$ cat config.mk
export PLATFORM = sky130hd
export DESIGN_NAME = nonce_search_ctrl
export DESIGN_NICKNAME = d
export VERILOG_FILES = /design/src/rtl/nonce_search_ctrl.sv
export SDC_FILE = /design/constraint.sdc
export NUM_CORES = 1
export LEC_CHECK = 0
export CORE_AREA = 2 2 255 257
export DETAILED_ROUTE_END_ITERATION = 6
export DIE_AREA = 0 0 257 259
export MAX_ROUTING_LAYER = met4
export PLACE_DENSITY_LB_ADDON = 0.25
export SLEW_MARGIN = 20
export SYNTH_ARGS = -nofsm -noshare
export SYNTH_HDL_FRONTEND = slang
export SYNTH_SLANG_ARGS = --single-unit
$ cat constraint.sdc
create_clock -name clk -period 5.7 [get_ports clk]
set_input_delay 1.71 -clock clk [delete_from_list [all_inputs] [get_ports clk]]
set_output_delay 1.71 -clock clk [all_outputs]
set_load 0.02 [all_outputs]
$ cat src/rtl/nonce_search_ctrl.sv
// nonce_search_ctrl: mining-loop sequencer between the nonce
// incrementer and a SHA-256d core; tracks hits, wrap and stalls.
module nonce_search_ctrl #(
  parameter int NONCE_W  = 32,
  parameter int DIGEST_W = 256,
  parameter int TIMEOUT  = 1024
) (
  input  logic                clk,
  input  logic                reset,
  input  logic                start,
  input  logic                stop,
  input  logic [NONCE_W-1:0]  nonce,
  output logic                update,
  output logic                hash_start,
  output logic [NONCE_W-1:0]  hash_nonce,
  input  logic                hash_done,
  input  logic [DIGEST_W-1:0] hash_digest,
  input  logic [DIGEST_W-1:0] target,
  output logic                busy,
  output logic                found,
  output logic [NONCE_W-1:0]  golden_nonce,
  output logic                exhausted,
  output logic                timeout_err,
  output logic [31:0]         hash_count
);

  localparam int CW = $clog2(TIMEOUT);
  localparam logic [CW-1:0] WMAX = CW'(TIMEOUT - 1);

  typedef enum logic [2:0] {
    IDLE,
    ISSUE,
    WAIT,
    COMPARE,
    ADVANCE,
    FOUND,
    EXHAUSTED,
    ERROR
  } state_t;

  state_t              state;
  state_t              state_n;
  logic [NONCE_W-1:0]  nonce_q;
  logic [DIGEST_W-1:0] digest_q;
  logic [CW-1:0]       wait_cnt;
  logic                hit;
  logic                last;
  logic                halt;

  assign hit  = digest_q <= target;
  assign last = &nonce_q;
  assign halt = stop && (state != IDLE);

  // ISSUE forwards the live nonce so it is valid with hash_start
  assign hash_nonce = (state == ISSUE) ? nonce : nonce_q;

  // state register
  always_ff @(posedge clk) begin
    if (!reset) state <= IDLE;
    else        state <= state_n;
  end

  // next-state decode and handshake pulses
  always_comb begin
    state_n    = state;
    update     = 1'b0;
    hash_start = 1'b0;
    busy       = 1'b0;
    unique case (state)
      IDLE: begin
        if (start && !stop) state_n = ISSUE;
      end
      ISSUE: begin
        busy       = 1'b1;
        hash_start = 1'b1;
        state_n    = WAIT;
      end
      WAIT: begin
        busy = 1'b1;
        if (hash_done)            state_n = COMPARE;
        else if (wait_cnt == WMAX) state_n = ERROR;
      end
      COMPARE: begin
        busy = 1'b1;
        if (hit)       state_n = FOUND;
        else if (last) state_n = EXHAUSTED;
        else           state_n = ADVANCE;
      end
      ADVANCE: begin
        busy    = 1'b1;
        update  = 1'b1;
        state_n = ISSUE;
      end
      FOUND: begin
        if (start) state_n = ADVANCE;
      end
      EXHAUSTED, ERROR: begin
        if (start) state_n = ISSUE;
      end
      default: state_n = IDLE;
    endcase
    if (halt) state_n = IDLE;
  end

  // datapath, result counters and sticky status
  always_ff @(posedge clk) begin
    if (!reset) begin
      nonce_q      <= '0;
      digest_q     <= '0;
      wait_cnt     <= '0;
      hash_count   <= '0;
      golden_nonce <= '0;
      found        <= 1'b0;
      exhausted    <= 1'b0;
      timeout_err  <= 1'b0;
    end else begin
      found       <= state_n == FOUND;
      exhausted   <= state_n == EXHAUSTED;
      timeout_err <= state_n == ERROR;
      if (state == ISSUE) begin
        nonce_q  <= nonce;
        wait_cnt <= '0;
      end
      if (state == WAIT) begin
        if (hash_done) digest_q <= hash_digest;
        else           wait_cnt <= wait_cnt + CW'(1);
      end
      if (state == COMPARE && !halt) begin
        hash_count <= hash_count + 32'd1;
        if (hit) golden_nonce <= nonce_q;
      end
    end
  end

endmodule

==> results by group <==
Global routing
  – Total global-route track usage: 0.222
  – Initial antenna violation count: 37
  – GRT met3 Usage: 0.0773
  – Vias in the first global route: 19700
  – Met1 GRT Util: 0.256
  – GRT Residual Overflow: 0
  – GR peak layer: met2
  – Met2 usage: 0.365
  – Largest net degree at the start of global routing: 180
  – First-pass GRT wire length: 112000 um

STA
  – Post-Route Skew: ~0.029 ns
  – Slew @ Worst Pin: 0.986 ns
  – Crit share post-route: 0.847
  – Hold Vio Cnt, Final: 0
  – Slew Limit Fails: 0
  – Period minus WS final: 4.83 ns
  – Final TNS setup: 0 ns
  – # setup viols final: 0
  – RSZ-0062 raised after global routing: no
  – Top achievable clock speed: 207 MHz
  – Slew Limit Headroom: 0.342

Detailed routing
  – Vias/cell: between 4 and 5
  – Number of routed nets with antenna violations: 0
  – Drt total wl: ~74000 um
  – Avg WL per Cell: approximately 18 um
  – Vias: 20000
  – Final routed DRC violation total: 0
  – 1st-iter DRT viols: 1000
  – Pre-antenna DRT Iters: 7

Synth
  – Mean Syn Cell Area: just under 8 um2
  – Area leader, netlist: dfxtp_1
  – Simple-gate share of the synthesized area: 0.225
  – Combinational family with the most area after synthesis: simple AND/OR/NAND/NOR gates
  – Post-synthesis adder-cell area fraction: 0.152
  – Mux share of post-synthesis cell area: 0.0202
  – Post-Synth XOR/XNOR Area: 0.0124
  – Seq/Total Area, Yosys: 0.347
  – Area share of the leading cell type in the synthesized netlist: 0.347
  – Net Count, Synth: 3486
  – Ys async rst share: 0
  – Post-Synthesis Cell Area: about 21000 um2
  – Top cells by area, synth: dfxtp_1, ha_1, nand2_1
  – Synth Warn #: 0
  – Cell count after synthesis: approximately 2700
  – Number of flops mapped to enable cells by yosys: 0
  – Synth Flop Type: dfxtp_1
  – Netlist cell types: 59
  – Post-synthesis compound-gate area fraction: 0.171
  – Yosys reg bits: 368

Critical path
  – Crit. End Element: output pin
  – CP max FO: 20
  – Crit path max-delay family: buffers and inverters
  – Stages on worst setup path: 7
  – Most Frequent Cell on Critical Path: nand2_1
  – Worst R2R Path Depth: 11
  – Crit path buffers/inverters: 3
  – CP Cell Sequence: nand2_1 > or2_2 > inv_1 > buf_4 > nand2_1 > nand2_1 > clkdlybuf4s50_1
  – Max incr delay on CP: 0.63 ns
  – Arrival time at the worst endpoint: 3.12 ns
  – Data required, critical path: about 4 ns
  – Setup CP Type: reg2out
  – Startpoint Class: flop
  – Critical path's slowest cell: clkdlybuf4s50_1

Cells and area
  – Final #Nets: 4074
  – Layout cells sized above 1: 0.0406
  – Post-Layout Cell Count: 4194
  – Area grow syn2layout: 42.4%

Clock network
  – Reg clk slew, reported paths: about 0.06 ns
  – CTS Buf Count: 46
  – Clk_lat worst skew: 0.58 ns
  – Cts repair resizes: 0
  – Root Buffer: clkbuf_16
  – Htree depth: 2
  – Clk sinks: ~370
  – # Post-CTS Setup Buffers: 0
  – Clock Path Buffers: 3
  – CTS tree: yes
  – Hold-fix buffers at CTS: 0

Pwr
  – P_leak: 12.7 nW
  – Switching Fraction: 0.229
  – Clock share of power: 0.481
  – Net Sw Power: 1.45 mW
  – Logic pwr share: 0.110
  – Max IR drop VDD: approximately 0.0002 V
  – Sequential Power Share: 0.409
  – Internal power: 4.88 mW
  – Pwr Density: 209 nW/um2

Placed design
  – Port Buf Inserts: 650
  – Dpl hpwl: 57100 um
  – Cells after DPL: ~4000
  – Routability-driven placement congestion ratio: 0.905

Worst hold path
  – Hold Crit Class: reg2reg
  – Hold Path Depth: 2

Die
  – Die area: 66600 um2
  – Die Y: roughly 260 um
  – Std cell rows: 93
  – Core Area: 63900 um2
  – I/O pins: 651
  – Initial core utilization: 0.332
  – Die width: 257 um

Outcome
  – Status: complete, no violations

Flow run
  – Max cap viols: 0
==> cell type report <==
| type | instances | area, um2 |
|---|---|---|
| Timing Repair Buffer | 672 | 6790 |
| Multi-Input combinational cell | 1912 | 12300 |
| Clock inverter | 14 | 196 |
| Clock buffer | 71 | 1390 |
| Inverter | 267 | 1000 |
| Antenna cell | 35 | 87.6 |
| Tap cell | 855 | 1070 |
| Fill cell | 6301 | 33700 |
| Sequential cell | 368 | 7370 |
==> through the flow <==
step | setup WS (ns) | util | instance area [um2] | hold WS [ns] | power [mW]
6_report | 0.874 | 0.473 | 30200 | 0.465 | 6.33
5_1_grt | 0.663 | 0.473 | 30200 | 0.485 | 6.58
4_1_cts | 0.826 | 0.472 | 30100 | 0.468 | 6.42
3_5_place_dp | 0.249 | 0.447 | 28600 | 0.460 | 3.34
3_3_place_gp | 0.344 | 0.447 | 28600 | 0.455 | 3.34
2_1_floorplan | 1.47 | - | 21200 | 0.443 | 2.86
==> power by group through the flow <==
stage          Combinational [mW]  Sequential [mW]  Clock (mW)
3_5_place_dp                0.694             2.65           0
2_1_floorplan               0.221             2.64           0
6_report                    0.696             2.59        3.04
3_3_place_gp                0.693             2.65           0
5_1_grt                     0.757             2.59        3.23
4_1_cts                     0.701             2.59        3.13
==> cell usage after synthesis (all sizes together), types with 2 or more instances <==
library cell  instances
a2111oi               3
a211oi               12
a21boi              265
a21o                 27
a21oi               102
a221o                 4
a221oi                6
and2                 66
and3                 13
and4                  7
buf                  24
clkbuf              108
dfxtp               368
ha                  258
inv                 267
mux2                 32
nand2               689
nand2b                4
nand3               140
nand4                69
nor2                 29
nor2b                 7
nor3                 15
nor3b                 3
nor4                 12
o2111ai               2
o211ai               34
o21a                  5
o21ai                45
o311ai                2
o31a                  7
o31ai                 4
or2                   3
or3                   8
xnor2                26
xor2                  4
==> state kept, by name (all words and copies together) (netlist names) <==
signal        count
exhausted         1
digest_q        256
hash_count       32
state             3
wait_cnt         10
found             1
timeout_err       1
golden_nonce     32
nonce_q          32
==> final timing paths <==
path                 startpoint               end  slack [ns]
setup / recovery       state[0]     hash_nonce[6]        0.87
hold / removal     digest_q[35]      digest_q[35]        0.46
setup reg to reg  digest_q[182]  golden_nonce[17]        2.25
hold reg to reg    digest_q[35]      digest_q[35]        0.46
==> layer usage <==
layer / wire length, um / part of all wire
met1: 31300 / 0.42
met2: 34600 / 0.47
met3: 6390 / 0.086
met4: 1810 / 0.024
met5: 0 / 0
==> cells in the final DEF, fill, tap and decap left out, types with 8 or more instances in the layout <==
master / count
nand4_1: 68
a21boi_0: 264
nand2_1: 688
xnor2_1: 26
ha_1: 258
nor3_1: 15
clkbuf_1: 11
nand3_1: 139
buf_12: 9
and3_1: 13
and2_1: 64
buf_4: 13
nor2_1: 27
clkbuf_8: 14
clkdlybuf4s50_1: 649
dfxtp_1: 368
inv_1: 267
mux2_1: 10
o211ai_1: 34
a21o_1: 27
o21ai_0: 45
mux2_4: 18
a211oi_1: 12
diode_2: 35
a21oi_1: 102
clkbuf_16: 46
or3_1: 8
==> worst reg2reg max path: cells and delay by family (launching register included) <==
family	cells	cell delay, ns
AO/OA/AOI/OAI	1	0.08
adder cells (fa/ha/maj)	1	0.32
buffers and inverters	1	0.20
flip-flops	1	0.33
multiplexers	1	0.16
AND/OR/NAND/NOR	7	2.26
==> logic make-up (layout without fill, tap and decap cells) <==
family,Yosys count,in the layout
XOR/XNOR,30,30
flip-flops,368,368
adder cells (fa/ha/maj),258,258
other,0,35
AND/OR/NAND/NOR,1067,1067
AO/OA/AOI/OAI,525,525
buffers and inverters,399,1024
multiplexers,32,32
Note: power is estimated with default switching activity, not from simulation.
